**src/rtl/fusion_array_ctrl.sv**
```systemverilog
// Tile sequencer for an N x N systolic array: loads weights and inputs, feeds
// the array with a diagonal skew, writes the partial sums back, then pulses done.
module fusion_array_ctrl #(
    parameter int ARRAY_SIZE = 4,
    parameter int INPUT_W    = 8,
    parameter int WEIGHT_W   = 8,
    parameter int DATA_W     = 32,
    parameter int ADDR_W     = 10
) (
    input  logic                                clk,
    input  logic                                nRST,
    input  logic                                i_start,
    input  logic                                i_clear,
    output logic                                o_busy,
    output logic                                o_done,
    input  logic [2:0]                          i_op0_precision,
    input  logic [2:0]                          i_op1_precision,
    input  logic [ADDR_W-1:0]                   i_input_base_addr,
    input  logic [ADDR_W-1:0]                   i_weight_base_addr,
    input  logic [ADDR_W-1:0]                   i_output_base_addr,
    output logic [ADDR_W-1:0]                   o_mem_addr,
    output logic                                o_mem_rd_en,
    output logic                                o_mem_wr_en,
    input  logic [ARRAY_SIZE*INPUT_W-1:0]       i_mem_rdata,
    output logic [DATA_W-1:0]                   o_mem_wdata,
    output logic [2:0]                          o_input_precision,
    output logic [2:0]                          o_weight_precision,
    output logic                                o_compute_en,
    output logic                                o_w_load_en,
    output logic [$clog2(ARRAY_SIZE)-1:0]       o_w_row_sel,
    output logic [ARRAY_SIZE*WEIGHT_W-1:0]      o_w_row_data,
    output logic [ARRAY_SIZE*INPUT_W-1:0]       o_input_forward,
    input  logic [ARRAY_SIZE*DATA_W-1:0]        i_psum_in
);
    localparam int N     = ARRAY_SIZE;
    localparam int IDX_W = $clog2(N);
    localparam int CNT_W = $clog2(3*N-1);
    localparam logic [CNT_W-1:0] LAST_K = CNT_W'(N-1);
    localparam logic [CNT_W-1:0] LAST_C = CNT_W'(3*N-3);

    typedef enum logic [2:0] {
        S_IDLE, S_SETUP, S_LD_WEIGHT, S_LD_INPUT, S_COMPUTE, S_ST_OUTPUT, S_DONE
    } state_t;

    state_t                                 r_state;
    logic [CNT_W-1:0]                       r_cnt;
    logic [2:0]                             r_in_prec;
    logic [2:0]                             r_w_prec;
    logic [ADDR_W-1:0]                      r_wbase;
    logic [ADDR_W-1:0]                      r_ibase;
    logic [ADDR_W-1:0]                      r_obase;
    logic [N-1:0][N-1:0][INPUT_W-1:0]       r_ibuf;

    logic [IDX_W-1:0]                       w_k;
    logic [ADDR_W-1:0]                      w_cnt_a;
    logic [N-1:0][DATA_W-1:0]               w_psum;

    assign w_k     = r_cnt[IDX_W-1:0];
    assign w_cnt_a = ADDR_W'(r_cnt);
    assign w_psum  = i_psum_in;

    always_ff @(posedge clk or negedge nRST) begin
        if (!nRST) begin
            r_state   <= S_IDLE;
            r_cnt     <= '0;
            r_in_prec <= '0;
            r_w_prec  <= '0;
            r_wbase   <= '0;
            r_ibase   <= '0;
            r_obase   <= '0;
            r_ibuf    <= '0;
        end else if (i_clear) begin
            r_state <= S_IDLE;
            r_cnt   <= '0;
        end else begin
            case (r_state)
                S_IDLE: begin
                    r_cnt <= '0;
                    if (i_start) r_state <= S_SETUP;
                end
                S_SETUP: begin
                    r_in_prec <= i_op0_precision;
                    r_w_prec  <= i_op1_precision;
                    r_wbase   <= i_weight_base_addr;
                    r_ibase   <= i_input_base_addr;
                    r_obase   <= i_output_base_addr;
                    r_cnt     <= '0;
                    r_state   <= S_LD_WEIGHT;
                end
                S_LD_WEIGHT: begin
                    if (r_cnt == LAST_K) begin
                        r_cnt   <= '0;
                        r_state <= S_LD_INPUT;
                    end else begin
                        r_cnt <= r_cnt + 1'b1;
                    end
                end
                S_LD_INPUT: begin
                    for (int j = 0; j < N; j++)
                        r_ibuf[j][w_k] <= i_mem_rdata[j*INPUT_W +: INPUT_W];
                    if (r_cnt == LAST_K) begin
                        r_cnt   <= '0;
                        r_state <= S_COMPUTE;
                    end else begin
                        r_cnt <= r_cnt + 1'b1;
                    end
                end
                S_COMPUTE: begin
                    if (r_cnt == LAST_C) begin
                        r_cnt   <= '0;
                        r_state <= S_ST_OUTPUT;
                    end else begin
                        r_cnt <= r_cnt + 1'b1;
                    end
                end
                S_ST_OUTPUT: begin
                    if (r_cnt == LAST_K) begin
                        r_cnt   <= '0;
                        r_state <= S_DONE;
                    end else begin
                        r_cnt <= r_cnt + 1'b1;
                    end
                end
                S_DONE: begin
                    r_cnt   <= '0;
                    r_state <= S_IDLE;
                end
                default: begin
                    r_cnt   <= '0;
                    r_state <= S_IDLE;
                end
            endcase
        end
    end

    // Strobes decode straight from the registered state, so reset zeroes them at once.
    always_comb begin
        o_mem_addr   = '0;
        o_mem_rd_en  = 1'b0;
        o_mem_wr_en  = 1'b0;
        o_mem_wdata  = '0;
        o_compute_en = 1'b0;
        o_w_load_en  = 1'b0;
        o_w_row_sel  = '0;
        o_w_row_data = '0;
        case (r_state)
            S_LD_WEIGHT: begin
                o_mem_rd_en  = 1'b1;
                o_mem_addr   = r_wbase + w_cnt_a;
                o_w_load_en  = 1'b1;
                o_w_row_sel  = w_k;
                o_w_row_data = (N*WEIGHT_W)'(i_mem_rdata);
            end
            S_LD_INPUT: begin
                o_mem_rd_en = 1'b1;
                o_mem_addr  = r_ibase + w_cnt_a;
            end
            S_COMPUTE: o_compute_en = 1'b1;
            S_ST_OUTPUT: begin
                o_mem_wr_en = 1'b1;
                o_mem_addr  = r_obase + w_cnt_a;
                o_mem_wdata = w_psum[w_k];
            end
            default: ;
        endcase
    end

    assign o_busy             = (r_state != S_IDLE);
    assign o_done             = (r_state == S_DONE);
    assign o_input_precision  = r_in_prec;
    assign o_weight_precision = r_w_prec;

    // Lane j lags lane 0 by j cycles: it shows element c-j while that index is in range.
    for (genvar j = 0; j < N; j++) begin : g_lane
        logic [CNT_W:0] w_diff;
        logic           w_live;
        assign w_diff = {1'b0, r_cnt} - (CNT_W+1)'(j);
        assign w_live = (r_state == S_COMPUTE) && (r_cnt >= CNT_W'(j)) &&
                        (w_diff < (CNT_W+1)'(N));
        assign o_input_forward[j*INPUT_W +: INPUT_W] =
            w_live ? r_ibuf[j][w_diff[IDX_W-1:0]] : '0;
    end
endmodule

```
**config.mk**
```make
export PLATFORM = sky130hd
export DESIGN_NAME = fusion_array_ctrl
export DESIGN_NICKNAME = d
export VERILOG_FILES = /design/src/rtl/fusion_array_ctrl.sv
export SDC_FILE = /design/constraint.sdc
export NUM_CORES = 1
export LEC_CHECK = 0
export ABC_AREA = 1
export ABC_CLOCK_PERIOD_IN_PS = 3100
export BUFFER_PORTS_ARGS = -buffer_cell sky130_fd_sc_hd__buf_2
export CORE_AREA = 2 2 139 141
export DETAILED_ROUTE_END_ITERATION = 8
export DIE_AREA = 0 0 141 143
export PLACE_DENSITY = 0.8
export SETUP_SLACK_MARGIN = 0.1
export SKIP_CTS_REPAIR_TIMING = 1
export SYNTH_ARGS = -nofsm -noshare
export SYNTH_HDL_FRONTEND = slang
export SYNTH_SLANG_ARGS = --single-unit
```
**constraint.sdc**
```tcl
create_clock -name clk -period 3.1 [get_ports clk]
set_clock_uncertainty 0.05 [all_clocks]
set_input_delay 0.155 -clock clk [delete_from_list [all_inputs] [get_ports clk]]
set_output_delay 0.155 -clock clk [all_outputs]
set_load 0.05 [all_outputs]
```
==> impl_results.md <==
- IO Pins: 320
- Post-synth top area share: 0.458
- CP Buf/Inv Count: 4
- Fmax: 320 MHz
- H-tree Lvls: 4
- Area leader, netlist: dfrtp_1
- Pin count of the biggest net entering global routing: 133
- Min Tclk post-route: 3.12 ns
- Via count: 10,000
- Largest cells by area after synthesis: dfrtp_1 46%, o21ai_0 14%, nor2_1 12%
- FFs w/ async S/R, synth: 1.00
- Vias per std cell: 5.50
- Max layer used: met4
- Leakage: 0.00625 uW
- Die W: 141 microns
- Pwr Total: 9870 uW
- Total CTS buffers: 17
- Final net count: 1,786
- Final setup fails: 1
- Drc violations: 0
- Worst slack at placement: 0.356 ns
- Critical path's slowest cell: dfrtp_1
- Crit path max fanout: 7
- Max-Cap Viols: 0
- Initial antenna violation count: 1
- Seq cells post-synth: 171
- Register-to-register setup slack: 0.84 ns
- HPWL after DPL: 20.0 mm
- Post-synth top flop: dfrtp_1
- Worst Reg-to-Reg Cells: 6
- RR Startpoint: r_cnt[0]$_DFF_PN0_
- Iter 0 DRT Violations: 890
- Most frequent cells in the layout: 313 x buf_2, 308 x nor2_1, 262 x o21ai_0
- Cell row count: 50
- Number of global-route vias before repair: 9,007
- Worst path top cell family by delay: simple AND/OR/NAND/NOR gates
- First-pass GRT wire length: 45.4 mm
- Status: finished with violations
- Die ar.: 20,200 sq um
- Post-Place Cell Area: 11,100 sq um
- Port Buffers: 319
- Post-Syn Instances: 1,245
- Placed Cells: 1,738
- Fin. Hold Viols: 6
- Yosys warning total: 0
- WP data required: 2.89 ns
- Clock insertion delay at the later pin of the skew report: 0.43 ns
- Fin util: 0.664
- Routability cong.: 0.897
- Max-Slew Margin vs Limit: 0.498
- RSZ-0062 raised after global routing: yes
- Fin. max-slew vios: 0
- Share of cells above drive strength 1: 0.290
- Reg2reg end: r_ibuf[23]$_DFFE_PN0P_
- Arr. time, crit path: 2.92 ns
- Failing checks: hold timing, setup timing
- Hold Slack: -0.00357 ns
- Worst Setup Path Type: reg -> out
- Hold Crit Start: i_mem_rdata[14]
- Crit path cell chain: buf_6, nand2_4, nor2_4, buf_4, buf_6, nand2_4, nand3_4, ha_4, nand3_2, nand2_1, nand2_1, nand2_1, nand2_2, nor2_4, nand3_2, nand2_1, nand2_1, nor2_2, buf_6
- Post-route insts no fill: 1,820
- Mapped Nets: 1,459
- Clock root cell: clkbuf_16
- DRT Pass-1 Iters: 6
- Synth cell types: 36
- Fin crit share: 1.01
- Delay of the slowest critical-path stage: 0.41 ns
- Most common cell after layout, fill and taps aside: buf_2
- Type of destination of the critical path: output pin
- Mapped cell area: 9350 sq um
- Max VDD drop: 566 uV
- Startpoint Class: flop
- Crit. Startpoint: r_state[1]$_DFFE_PN0P_
- Sequential area share after synthesis: 0.458
- Starting density of the core: 0.503
- CTS clk-pin slew, worst paths: 0.07 ns
- CTS Sinks: 171
- WHS Path Cells: 3
- GRT Overall Usage: 0.283
- Final setup margin: -0.0246 ns
- GRT Residual Overflow: 0
- Core ar.: 18,600 sq um
- Hold Path Sink: r_ibuf[46]$_DFFE_PN0P_
- Fin area: 12,300 sq um
- Die height: 143 microns
- Post-route ant nets: 0
- Clk buf depth: 2
- Final Routed Wirelength: 31.5 mm
- Area delta synth->final: 32.1%
- Wl on met1: 12.6 mm
- Avg Cell Area, Syn: 7.51 sq um
- Wire per inst: 17.3 microns
- Most common cell on crit path: nand2_1
- Metal2 WL: 15.3 mm
- Post-synth EDFFs: 0
- CTS tree: yes
- Power per Cell Area: 799 nW/um^2
- Met3 WL: 2.45 mm
- Worst slew pin tran: 0.752 ns
- Min-Delay Path Class: in -> reg
## cell type report
| type | instances | area, sq um |
|---|---|---|
| multi-input combinational | 934 | 4600 |
| antenna | 1 | 2.50 |
| sequential | 171 | 4290 |
| fill | 1499 | 6230 |
| clock buffer | 19 | 443 |
| timing repair buffer | 388 | 2300 |
| clock inverter | 13 | 189 |
| tap | 234 | 293 |
| inverter | 60 | 234 |
## registers in the layout, summed over array words and instances (netlist names)
name and flops:
r_obase 10, r_wbase 10, r_ibase 10, r_ibuf 128, r_cnt 4, o_input_precision 3
r_state 3, o_weight_precision 3
## per-stage QoR
step	setup TNS (ns)	hold WS, ns
2_1_floorplan	0	-0.191
3_3_place_gp	0	0.178
3_5_place_dp	0	0.185
4_1_cts	-0.330	-0.274
5_1_grt	-0.469	0.000336
6_report	-0.0246	-0.00357
## kinds of logic after synthesis
| group | after synthesis | synth area share |
|---|---|---|
| flops | 171 | 0.458 |
| fa+ha+maj | 14 | 0.0195 |
| mux | 31 | 0.0373 |
| simple gates | 532 | 0.227 |
| xor+xnor | 4 | 0.00375 |
| buf+inv | 140 | 0.0620 |
| compound gates | 353 | 0.193 |
## worst register-to-register path: cells and delay by family (launching register included)
family	cells	cell delay, ns
AOI/OAI and AO/OA	1	0.20
adders and majority gates	1	0.31
buffers and inverters	3	0.90
DFF	1	0.59
and+or+nand+nor	1	0.07
## Yosys cell counts, types with 4 or more instances
master	instances
clkbuf_1	50
nor2_2	6
buf_2	21
a21oi_1	78
ha_1	13
nand3_1	18
nand2_1	178
inv_2	4
o21ai_1	4
nor2_1	309
nand2_2	8
mux2_1	4
o21ai_0	263
mux2_2	27
dfrtp_1	171
inv_1	53
buf_1	6
## worst max path at each step
stage                     to  slack, ns  depth (start not counted)
2_1_floorplan  o_mem_addr[7]       0.16                         16
3_3_place_gp   o_mem_addr[8]       0.39                         16
3_5_place_dp   o_mem_addr[8]       0.36                         16
4_1_cts        o_mem_addr[8]      -0.11                         16
5_1_grt        o_mem_addr[9]      -0.13                         19
6_report       o_mem_addr[9]      -0.02                         19
## where the power goes
| part | leakage (uW) | internal [uW] | switching [uW] |
|---|---|---|---|
| registers | 0.00225 | 2890 | 453 |
| clock network | 0.000310 | 1380 | 902 |
| logic | 0.00369 | 1380 | 2870 |
| total | 0.00625 | 5650 | 4220 |
## routing by layer
layer / global-route usage / up-vias
li1: - / 4715
met1: 0.370 / 4659
met2: 0.479 / 521
met3: 0.0510 / 118
met4: 0.0979 / 0
met5: 0 / -
Note: power is estimated with default switching activity, not from simulation.
